[src/rtl/soc_uart_pkg.sv]
// Shared definitions for the SoC byte-output UART: FSM encoding and frame geometry.
package soc_uart_pkg;

  // FSM state encoding (2 bits)
  localparam logic [1:0] ST_IDLE  = 2'd0;
  localparam logic [1:0] ST_START = 2'd1;
  localparam logic [1:0] ST_DATA  = 2'd2;
  localparam logic [1:0] ST_STOP  = 2'd3;

  // Payload bits per frame; a full 8N1 frame adds one start and one stop bit
  localparam int DATA_BITS  = 8;
  localparam int FRAME_BITS = DATA_BITS + 2;

endpackage

[src/rtl/soc_byte_fifo.sv]
// Small synchronous byte FIFO. Head entry is presented combinationally on dout.
// A push into a full FIFO is only taken when a pop happens on the same edge.
module soc_byte_fifo #(
  parameter int DEPTH = 16,
  parameter int WIDTH = 8
) (
  input  logic                     clk,
  input  logic                     resetn,
  input  logic                     push,
  input  logic [WIDTH-1:0]         din,
  input  logic                     pop,
  output logic [WIDTH-1:0]         dout,
  output logic [$clog2(DEPTH):0]   count,
  output logic                     full,
  output logic                     empty
);

  localparam int PW = $clog2(DEPTH);
  localparam int CW = PW + 1;

  logic [WIDTH-1:0] mem_q [DEPTH];
  logic [WIDTH-1:0] mem_d [DEPTH];
  logic [PW-1:0]    wr_ptr_q, wr_ptr_d;
  logic [PW-1:0]    rd_ptr_q, rd_ptr_d;
  logic [CW-1:0]    count_q, count_d;
  logic             push_ok, pop_ok;

  assign full  = (count_q == CW'(DEPTH));
  assign empty = (count_q == '0);
  assign count = count_q;
  assign dout  = mem_q[rd_ptr_q];

  // Next-state for storage, pointers and occupancy; pointers wrap naturally
  always_comb begin
    mem_d    = mem_q;
    wr_ptr_d = wr_ptr_q;
    rd_ptr_d = rd_ptr_q;
    pop_ok   = pop && !empty;
    push_ok  = push && (!full || pop_ok);
    if (push_ok) begin
      mem_d[wr_ptr_q] = din;
      wr_ptr_d        = wr_ptr_q + 1'b1;
    end
    if (pop_ok) begin
      rd_ptr_d = rd_ptr_q + 1'b1;
    end
    count_d = count_q + CW'(push_ok) - CW'(pop_ok);
  end

  // Pointer/occupancy registers; reset discards contents by zeroing the count
  always_ff @(posedge clk) begin
    if (!resetn) begin
      wr_ptr_q <= '0;
      rd_ptr_q <= '0;
      count_q  <= '0;
    end else begin
      wr_ptr_q <= wr_ptr_d;
      rd_ptr_q <= rd_ptr_d;
      count_q  <= count_d;
    end
  end

  // Storage array needs no reset: entries are only read while counted valid
  always_ff @(posedge clk) begin
    mem_q <= mem_d;
  end

endmodule

[src/rtl/soc_uart_tx.sv]
// 8N1 UART transmitter fed by the SoC byte-output port. There is no backpressure:
// bytes that arrive while the FIFO is full (and not popping) are dropped and
// recorded in a sticky overflow flag.
module soc_uart_tx
  import soc_uart_pkg::*;
#(
  parameter int CLK_DIV    = 868,
  parameter int FIFO_DEPTH = 16
) (
  input  logic                          clk,
  input  logic                          resetn,
  input  logic                          in_valid,
  input  logic [7:0]                    in_byte,
  input  logic                          clr_overflow,
  output logic                          txd,
  output logic                          busy,
  output logic [$clog2(FIFO_DEPTH):0]   fifo_count,
  output logic                          overflow
);

  localparam int CNT_W = $clog2(CLK_DIV);
  localparam logic [CNT_W-1:0] BAUD_RELOAD = CNT_W'(CLK_DIV - 1);

  logic [1:0]       state_q, state_d;
  logic [CNT_W-1:0] baud_q, baud_d;
  logic [2:0]       bit_idx_q, bit_idx_d;
  logic [7:0]       shift_q, shift_d;
  logic             txd_q, txd_d;
  logic             ovf_q, ovf_d;

  logic             pop;
  logic             bit_end;
  logic             fifo_full, fifo_empty;
  logic [7:0]       fifo_dout;

  soc_byte_fifo #(
    .DEPTH (FIFO_DEPTH),
    .WIDTH (8)
  ) u_fifo (
    .clk    (clk),
    .resetn (resetn),
    .push   (in_valid),
    .din    (in_byte),
    .pop    (pop),
    .dout   (fifo_dout),
    .count  (fifo_count),
    .full   (fifo_full),
    .empty  (fifo_empty)
  );

  assign bit_end  = (baud_q == '0);
  assign txd      = txd_q;
  assign overflow = ovf_q;
  assign busy     = (state_q != ST_IDLE) || !fifo_empty;

  // Frame sequencer: every bit lasts CLK_DIV cycles, and the end of STOP
  // chains straight into the next START when more bytes are queued
  always_comb begin
    state_d   = state_q;
    baud_d    = baud_q;
    bit_idx_d = bit_idx_q;
    shift_d   = shift_q;
    pop       = 1'b0;
    case (state_q)
      ST_IDLE: begin
        if (!fifo_empty) begin
          pop     = 1'b1;
          shift_d = fifo_dout;
          baud_d  = BAUD_RELOAD;
          state_d = ST_START;
        end
      end
      ST_START: begin
        if (bit_end) begin
          state_d   = ST_DATA;
          bit_idx_d = '0;
          baud_d    = BAUD_RELOAD;
        end else begin
          baud_d = baud_q - 1'b1;
        end
      end
      ST_DATA: begin
        if (bit_end) begin
          shift_d = shift_q >> 1;
          baud_d  = BAUD_RELOAD;
          if (bit_idx_q == 3'(DATA_BITS - 1)) begin
            state_d = ST_STOP;
          end else begin
            bit_idx_d = bit_idx_q + 1'b1;
          end
        end else begin
          baud_d = baud_q - 1'b1;
        end
      end
      ST_STOP: begin
        if (bit_end) begin
          if (!fifo_empty) begin
            pop     = 1'b1;
            shift_d = fifo_dout;
            baud_d  = BAUD_RELOAD;
            state_d = ST_START;
          end else begin
            state_d = ST_IDLE;
          end
        end else begin
          baud_d = baud_q - 1'b1;
        end
      end
      default: state_d = ST_IDLE;
    endcase
  end

  // Line level follows the current state one cycle later from a flop, so txd
  // never glitches
  always_comb begin
    txd_d = 1'b1;
    case (state_q)
      ST_START: txd_d = 1'b0;
      ST_DATA:  txd_d = shift_q[0];
      default:  txd_d = 1'b1;
    endcase
  end

  // Sticky overflow: a dropped push beats a simultaneous clear
  always_comb begin
    ovf_d = ovf_q;
    if (clr_overflow) ovf_d = 1'b0;
    if (in_valid && fifo_full && !pop) ovf_d = 1'b1;
  end

  // State registers; reset abandons any frame in flight and idles the line
  always_ff @(posedge clk) begin
    if (!resetn) begin
      state_q   <= ST_IDLE;
      baud_q    <= '0;
      bit_idx_q <= '0;
      shift_q   <= '0;
      txd_q     <= 1'b1;
      ovf_q     <= 1'b0;
    end else begin
      state_q   <= state_d;
      baud_q    <= baud_d;
      bit_idx_q <= bit_idx_d;
      shift_q   <= shift_d;
      txd_q     <= txd_d;
      ovf_q     <= ovf_d;
    end
  end

endmodule
[config.mk]
export PLATFORM = sky130hd
export DESIGN_NAME = soc_uart_tx
export DESIGN_NICKNAME = d
export VERILOG_FILES = /design/src/rtl/soc_uart_pkg.sv /design/src/rtl/soc_byte_fifo.sv /design/src/rtl/soc_uart_tx.sv
export SDC_FILE = /design/constraint.sdc
export NUM_CORES = 1
export LEC_CHECK = 0
export ABC_AREA = 0
export CAP_MARGIN = 20
export CORE_MARGIN = 10
export CORE_UTILIZATION = 55
export CTS_BUF_LIST = sky130_fd_sc_hd__clkbuf_4
export DETAILED_ROUTE_END_ITERATION = 6
export GPL_ROUTABILITY_DRIVEN = 0
export PLACE_DENSITY = 0.84
export REMOVE_ABC_BUFFERS = 1
export SKIP_CTS_REPAIR_TIMING = 1
export SLEW_MARGIN = 40
export SYNTH_ARGS = -nofsm -noshare
export SYNTH_HDL_FRONTEND = slang
export SYNTH_SLANG_ARGS = --single-unit
[constraint.sdc]
create_clock -name clk -period 8.71 [get_ports clk]
set_input_delay 2.1775 -clock clk [delete_from_list [all_inputs] [get_ports clk]]
set_output_delay 2.1775 -clock clk [all_outputs]
set_load 0.02 [all_outputs]
# Word-level counts from Yosys, hierarchy flattened
# Cells that the tools add are included.
dict set report word_totals {
  regBits 166
  wordCells 99
  output_inout_bits 8
  in_bits 12
}
dict set report classes {
  n_lt_le_gt_ge 3
  n_reduce_logical 21
  n_mux 31
  eq_ne 11
  n_addsub 6
  bitwise_logic 2
}
# op count
set ops {}
lappend ops {{$bwmux W128} 1}
lappend ops {{$mux W8} 6}
lappend ops {{$bmux W8 S4} 1}
lappend ops {{$demux W8 S4} 1}
lappend ops {{$mux W10} 3}
lappend ops {{$pmux W10 S3} 1}
lappend ops {{$pmux W8 S3} 1}
lappend ops {{$ne A2 B2 Y1 const B} 6}
lappend ops {{$ge A5 B5 Y1 const B} 2}
lappend ops {{$logic_not A10 Y1} 1}
lappend ops {{$mux W2} 5}
lappend ops {{$not A4 Y5} 2}
lappend ops {{$sub A10 B1 Y10 const B} 1}
lappend ops {{$mux W3} 3}
lappend ops {{$add A4 B1 Y4 const B} 2}
lappend ops {{$pmux W2 S4} 1}
lappend ops {{$pmux W3 S2} 1}
lappend ops {{$reduce_bool A2 Y1} 3}
lappend ops {{$add A5 B1 Y5} 1}
lappend ops {{$eq A5 B5 Y1 const B} 1}
lappend ops {{$logic_and A1 B1 Y1} 5}
lappend ops {{$logic_not A5 Y1} 1}
lappend ops {{$lt A5 B1 Y1 const B} 1}
lappend ops {{$mux W1} 5}
lappend ops {{other kinds (14)} 19}

# Longest topological paths before layout
dict set report logic_depth {
  ltp_word 9
  ltp_mapped 16
  depth_no_buf 15
}

# Hierarchy
# Synthesis repeated with hierarchy kept, for this count alone.
dict set report hier_totals {
  hier_cells 514
  hier_area_um2 7374.6
}
# module instances seq_area_each_um2 cells_each area_each_um2
set by_module_without_submodules {}
lappend by_module_without_submodules {soc_byte_fifo 1 4103.9 335 5793.1}
lappend by_module_without_submodules {soc_uart_tx 1 500.5 179 1581.5}

# Least setup slack after synthesis
# No wires, ideal clock.
dict set report synth_path {
  path_kind {input -> register}
  start {input in_valid}
  end {register u_fifo.count_q[4] (netlist: u_fifo.count[4])}
  n_path_buf 1
  stages 11
  t_required_ns 8.640
  setup_ns 0.070
  setup_slack_ns 5.035
  arrival_time_ns 3.605
  cell_sequence {o21ai_2 > inv_1 > buf_4 > ha_1 > inv_1 > fa_1 > inv_1 > a21oi_1 > nor2_1 > or3_1 > a21oi_1}
}
dict set report synth_between {
  elab_chain_cells 3
}
# item line_no
set synth_lines {}
lappend synth_lines {{from (decl)} soc_uart_tx.sv:12} ;# input logic in_valid,
lappend synth_lines {{$logic_and A1 B1 Y1} soc_byte_fifo.sv:39} ;# push_ok = push && (!full || pop_ok);
lappend synth_lines {{via u_fifo.push_ok} soc_byte_fifo.sv:26} ;# logic push_ok, pop_ok;
lappend synth_lines {{$add A5 B1 Y5} soc_byte_fifo.sv:47} ;# count_d = count_q + CW'(push_ok) - CW'(pop_ok);
lappend synth_lines {{$sub A5 B1 Y5} soc_byte_fifo.sv:47}
lappend synth_lines {{to (signal assigned)} soc_byte_fifo.sv:59} ;# count_q <= count_d;
lappend synth_lines {{to (decl)} soc_byte_fifo.sv:25} ;# logic [CW-1:0] count_q, count_d;
# The timed path passes the listed nets, and every way through them passes these cells.
# A chain may end at the register's enable or synchronous reset.

# Final worst setup path
dict set report layout_path {
  start {register u_fifo.count_q[2] (netlist: u_fifo.count[2])}
  end {output busy}
}
dict set report layout_between {
  elab_chain_cells 3
}
# item line_no
set layout_lines {}
lappend layout_lines {{$logic_not A5 Y1} soc_byte_fifo.sv:29} ;# assign empty = (count_q == '0);
lappend layout_lines {{$logic_not A1 Y1} soc_uart_tx.sv:54} ;# assign busy = (state_q != ST_IDLE) || !fifo_empty;
lappend layout_lines {{$logic_or A1 B1 Y1} soc_uart_tx.sv:54}
lappend layout_lines {{to (decl)} soc_uart_tx.sv:16} ;# output logic busy,
# No other way between the ends.

==> flow_summary.toml <==
[run_status]
status = "complete, no violations"

[timing]
fmaxAchievable_mhz = 219
rsz0062_at_grt = "no"
tns_ns = 0
setup_violations = 0
fin_crit_sh = 0.524
finalMaxSlewViolations = 0
skew_ns = 0.0167
worstMarginPinSlew_ns = 0.774
slew_headroom = 0.483
fin_crit_ns = 4.57
holdWs_ns = 0.469
hold_violations = 0

[drt]
drt_iter0_markers = 393
antenna_left = 0
drtPass1Iterations = 5
drc = 0
vias = 4085
vias_per_cell = 6.08
wire_per_inst_um = 20.1
drt-total-wl_mm = 13.5

[logic_synthesis]
synthFlopType = "edfxtp_1"
yosysWarnings = 0
synth_compound_area_frac = 0.0881
synth_top_area_cell = "edfxtp_1"
synth_top_family_by_area = "multiplexers"
synthTopCellsByCount = "128 x edfxtp_1, 38 x dfxtp_1, 32 x mux4_2, 25 x inv_1, 22 x nor2_1"
synth.most_common_cell = "edfxtp_1"
synthCells = 468
ys_types = 62
synthMuxAreaShare = 0.109
synth_edf_count = 128
async_reset_ff_frac = 0
seq_area_frac_synth = 0.642
syn_area_per_cell_um2 = 15.3
synthTopCellsByArea = "edfxtp_1 54%, dfxtp_1 11%, mux4_2 10%"
synth_seq_cells = 166
synthSimpleGateAreaFrac = 0.0864
synth_xor_area_frac = 0.00977
syn-cell-area_um2 = 7170
synth-adder-area-share = 0.0377
synth_top_cell_area_share = 0.536

[clock_network]
clk_pin_slew_ns = 0.13
clk_latency_ns = 0.57
clockBufferDepth = 2
cts_sinks = 166
cts-root-buf = "clkbuf_4"
htreeDepth = 4
cts_tree = "yes"
numCtsBuffers = 17

[hold_path]
hp-class = "reg2reg"
holdPathStages = 2
worstHoldStart = "shift_q[3]$_SDFFE_PN0P_"
min_to = "shift_q[3]$_SDFFE_PN0P_"

[worst_setup_path]
cp.required_ns = 6.53
worst_ep_arrival_time_ns = 2.39
reg2reg_slack_ns = 5.41
timing.rr.end = "u_fifo.count[4]$_SDFF_PN0_"
r2r_cells = 14
worst_r2r_startpoint = "state_q[0]$_SDFFE_PN0P_"
endpoint_kind = "output port"
critical_path_class = "reg2out"
startpoint = "u_fifo.count[2]$_SDFF_PN0_"
cp-start-kind = "flop"
critPathMaxFanout = 6

[die]
core_um2 = 12700
die_h_um = 134
rows = 41
initial_core_util = 0.566
io_pins = 20
die-area_um2 = 18000
fp.dieW_um = 134

[place]
io_buffers = 19
dp_hpwl_mm = 9.27

[global_route]
grt_max_degree = 36
grt_usage = 0.156
grt_pass1_vias = 4057
antenna_found_initial = 1
gr-total-overflow = 0
grt_pass1_wl_mm = 21.7

[pwr]
cellLeakagePower_nw = 2.63
ir_drop_uv = 130
p_per_area_nw_per_um2 = 281

[final_layout]
finalNetCount = 520
nFillCells = 919
area_delta_synth_final_pct = 9.06
final_layout_size_suffix_gt1_frac = 0.166

[run]
drv_cap = 0
==> sequential cells by signal (all words and copies together), names as in the netlist <==
signal	count
u_fifo.count	5
state_q	2
shift_q	8
u_fifo.mem_q	128
baud_q	10
overflow	1
bit_idx_q	3
txd	1
u_fifo.wr_ptr_q	4
u_fifo.rd_ptr_q	4
==> cell families after synthesis <==
group,count (synthesis)
compound gates,84
fa+ha+maj,21
flops,166
mux,38
buf+inv,46
simple gates,105
xor+xnor,8
==> where the power goes <==
part           internal (mW)  switching (mW)
Clock                  0.229           0.257
Combinational          0.321           0.400
Sequential             0.921          0.0722
Total                   1.47           0.730
==> cells in the final DEF, fill, tap and decap left out, types with 3 or more instances in the layout <==
| cell | synthesis | final |
|---|---|---|
| dfxtp_2 | 0 | 3 |
| and2_1 | 4 | 4 |
| nor2b_1 | 6 | 5 |
| nor3_2 | 2 | 3 |
| or3_1 | 4 | 4 |
| xnor2_1 | 4 | 4 |
| a221oi_1 | 9 | 9 |
| a211oi_1 | 3 | 3 |
| nor3_1 | 4 | 3 |
| clkbuf_4 | 0 | 18 |
| nor4_1 | 3 | 3 |
| ha_1 | 20 | 20 |
| xor2_1 | 4 | 4 |
| o221ai_1 | 7 | 7 |
| bufinv_16 | 0 | 4 |
| nand4_1 | 3 | 3 |
| edfxtp_1 | 128 | 128 |
| mux4_2 | 32 | 32 |
| nand2b_1 | 5 | 5 |
| and3_1 | 14 | 14 |
| mux2i_1 | 6 | 6 |
| nand3_1 | 9 | 9 |
| inv_1 | 25 | 25 |
| nor2_1 | 22 | 22 |
| a21oi_1 | 14 | 14 |
| clkdlybuf4s50_1 | 0 | 19 |
| nand2_1 | 17 | 17 |
| o22a_1 | 7 | 7 |
| o21ai_0 | 21 | 21 |
| dfxtp_1 | 38 | 35 |
==> worst max path at each step <==
stage | to | cells after the start | slack (ns)
6_report | busy | 5 | 4.14
5_1_grt | busy | 5 | 3.96
4_1_cts | busy | 5 | 4.08
3_5_place_dp | u_fifo.count[4]$_SDFF_PN0_ | 11 | 4.36
3_3_place_gp | u_fifo.count[4]$_SDFF_PN0_ | 11 | 4.44
2_1_floorplan | u_fifo.count[4]$_SDFF_PN0_ | 10 | 5.10
==> worst max-delay path, stage by stage, from the launching register on <==
cell             delay [ns]
dfxtp_1                0.35
inv_1                  0.09
ha_1                   0.19
nor4b_4                0.52
nand2_1                0.11
clkdlybuf4s50_1        0.56
==> per-layer routing <==
| layer | track usage | up-vias | share of wire |
|---|---|---|---|
| met2 | 0.261 | 126 | 0.51 |
| met4 | 0.0677 | 0 | 0.015 |
| met3 | 0.0299 | 15 | 0.043 |
| met1 | 0.192 | 2062 | 0.43 |
| met5 | 0 | - | 0 |
| li1 | - | 1882 | - |
==> through the flow <==
stage,std cells,power (mW),setup WS [ns],util,cell area (um2)
floorplan,447,1.54,5.10,-,7070
global placement,640,1.69,4.44,0.591,7490
detailed placement,640,1.73,4.36,0.592,7500
CTS,671,2.21,4.08,0.617,7820
global route,672,2.33,3.96,0.617,7820
finish,672,2.20,4.14,0.617,7820
==> cell type report <==
cell class | instances | area, um2 | share of cell area
antenna | 1 | 2.50 | 0.000320
inverter | 25 | 93.8 | 0.0120
timing repair buffer | 21 | 205 | 0.0262
tap | 172 | 215 | 0.0275
clock buffer | 18 | 135 | 0.0173
clock inverter | 13 | 180 | 0.0230
multi-input combinational | 256 | 2380 | 0.304
sequential | 166 | 4610 | 0.589
(Power assumes the default switching activity.)
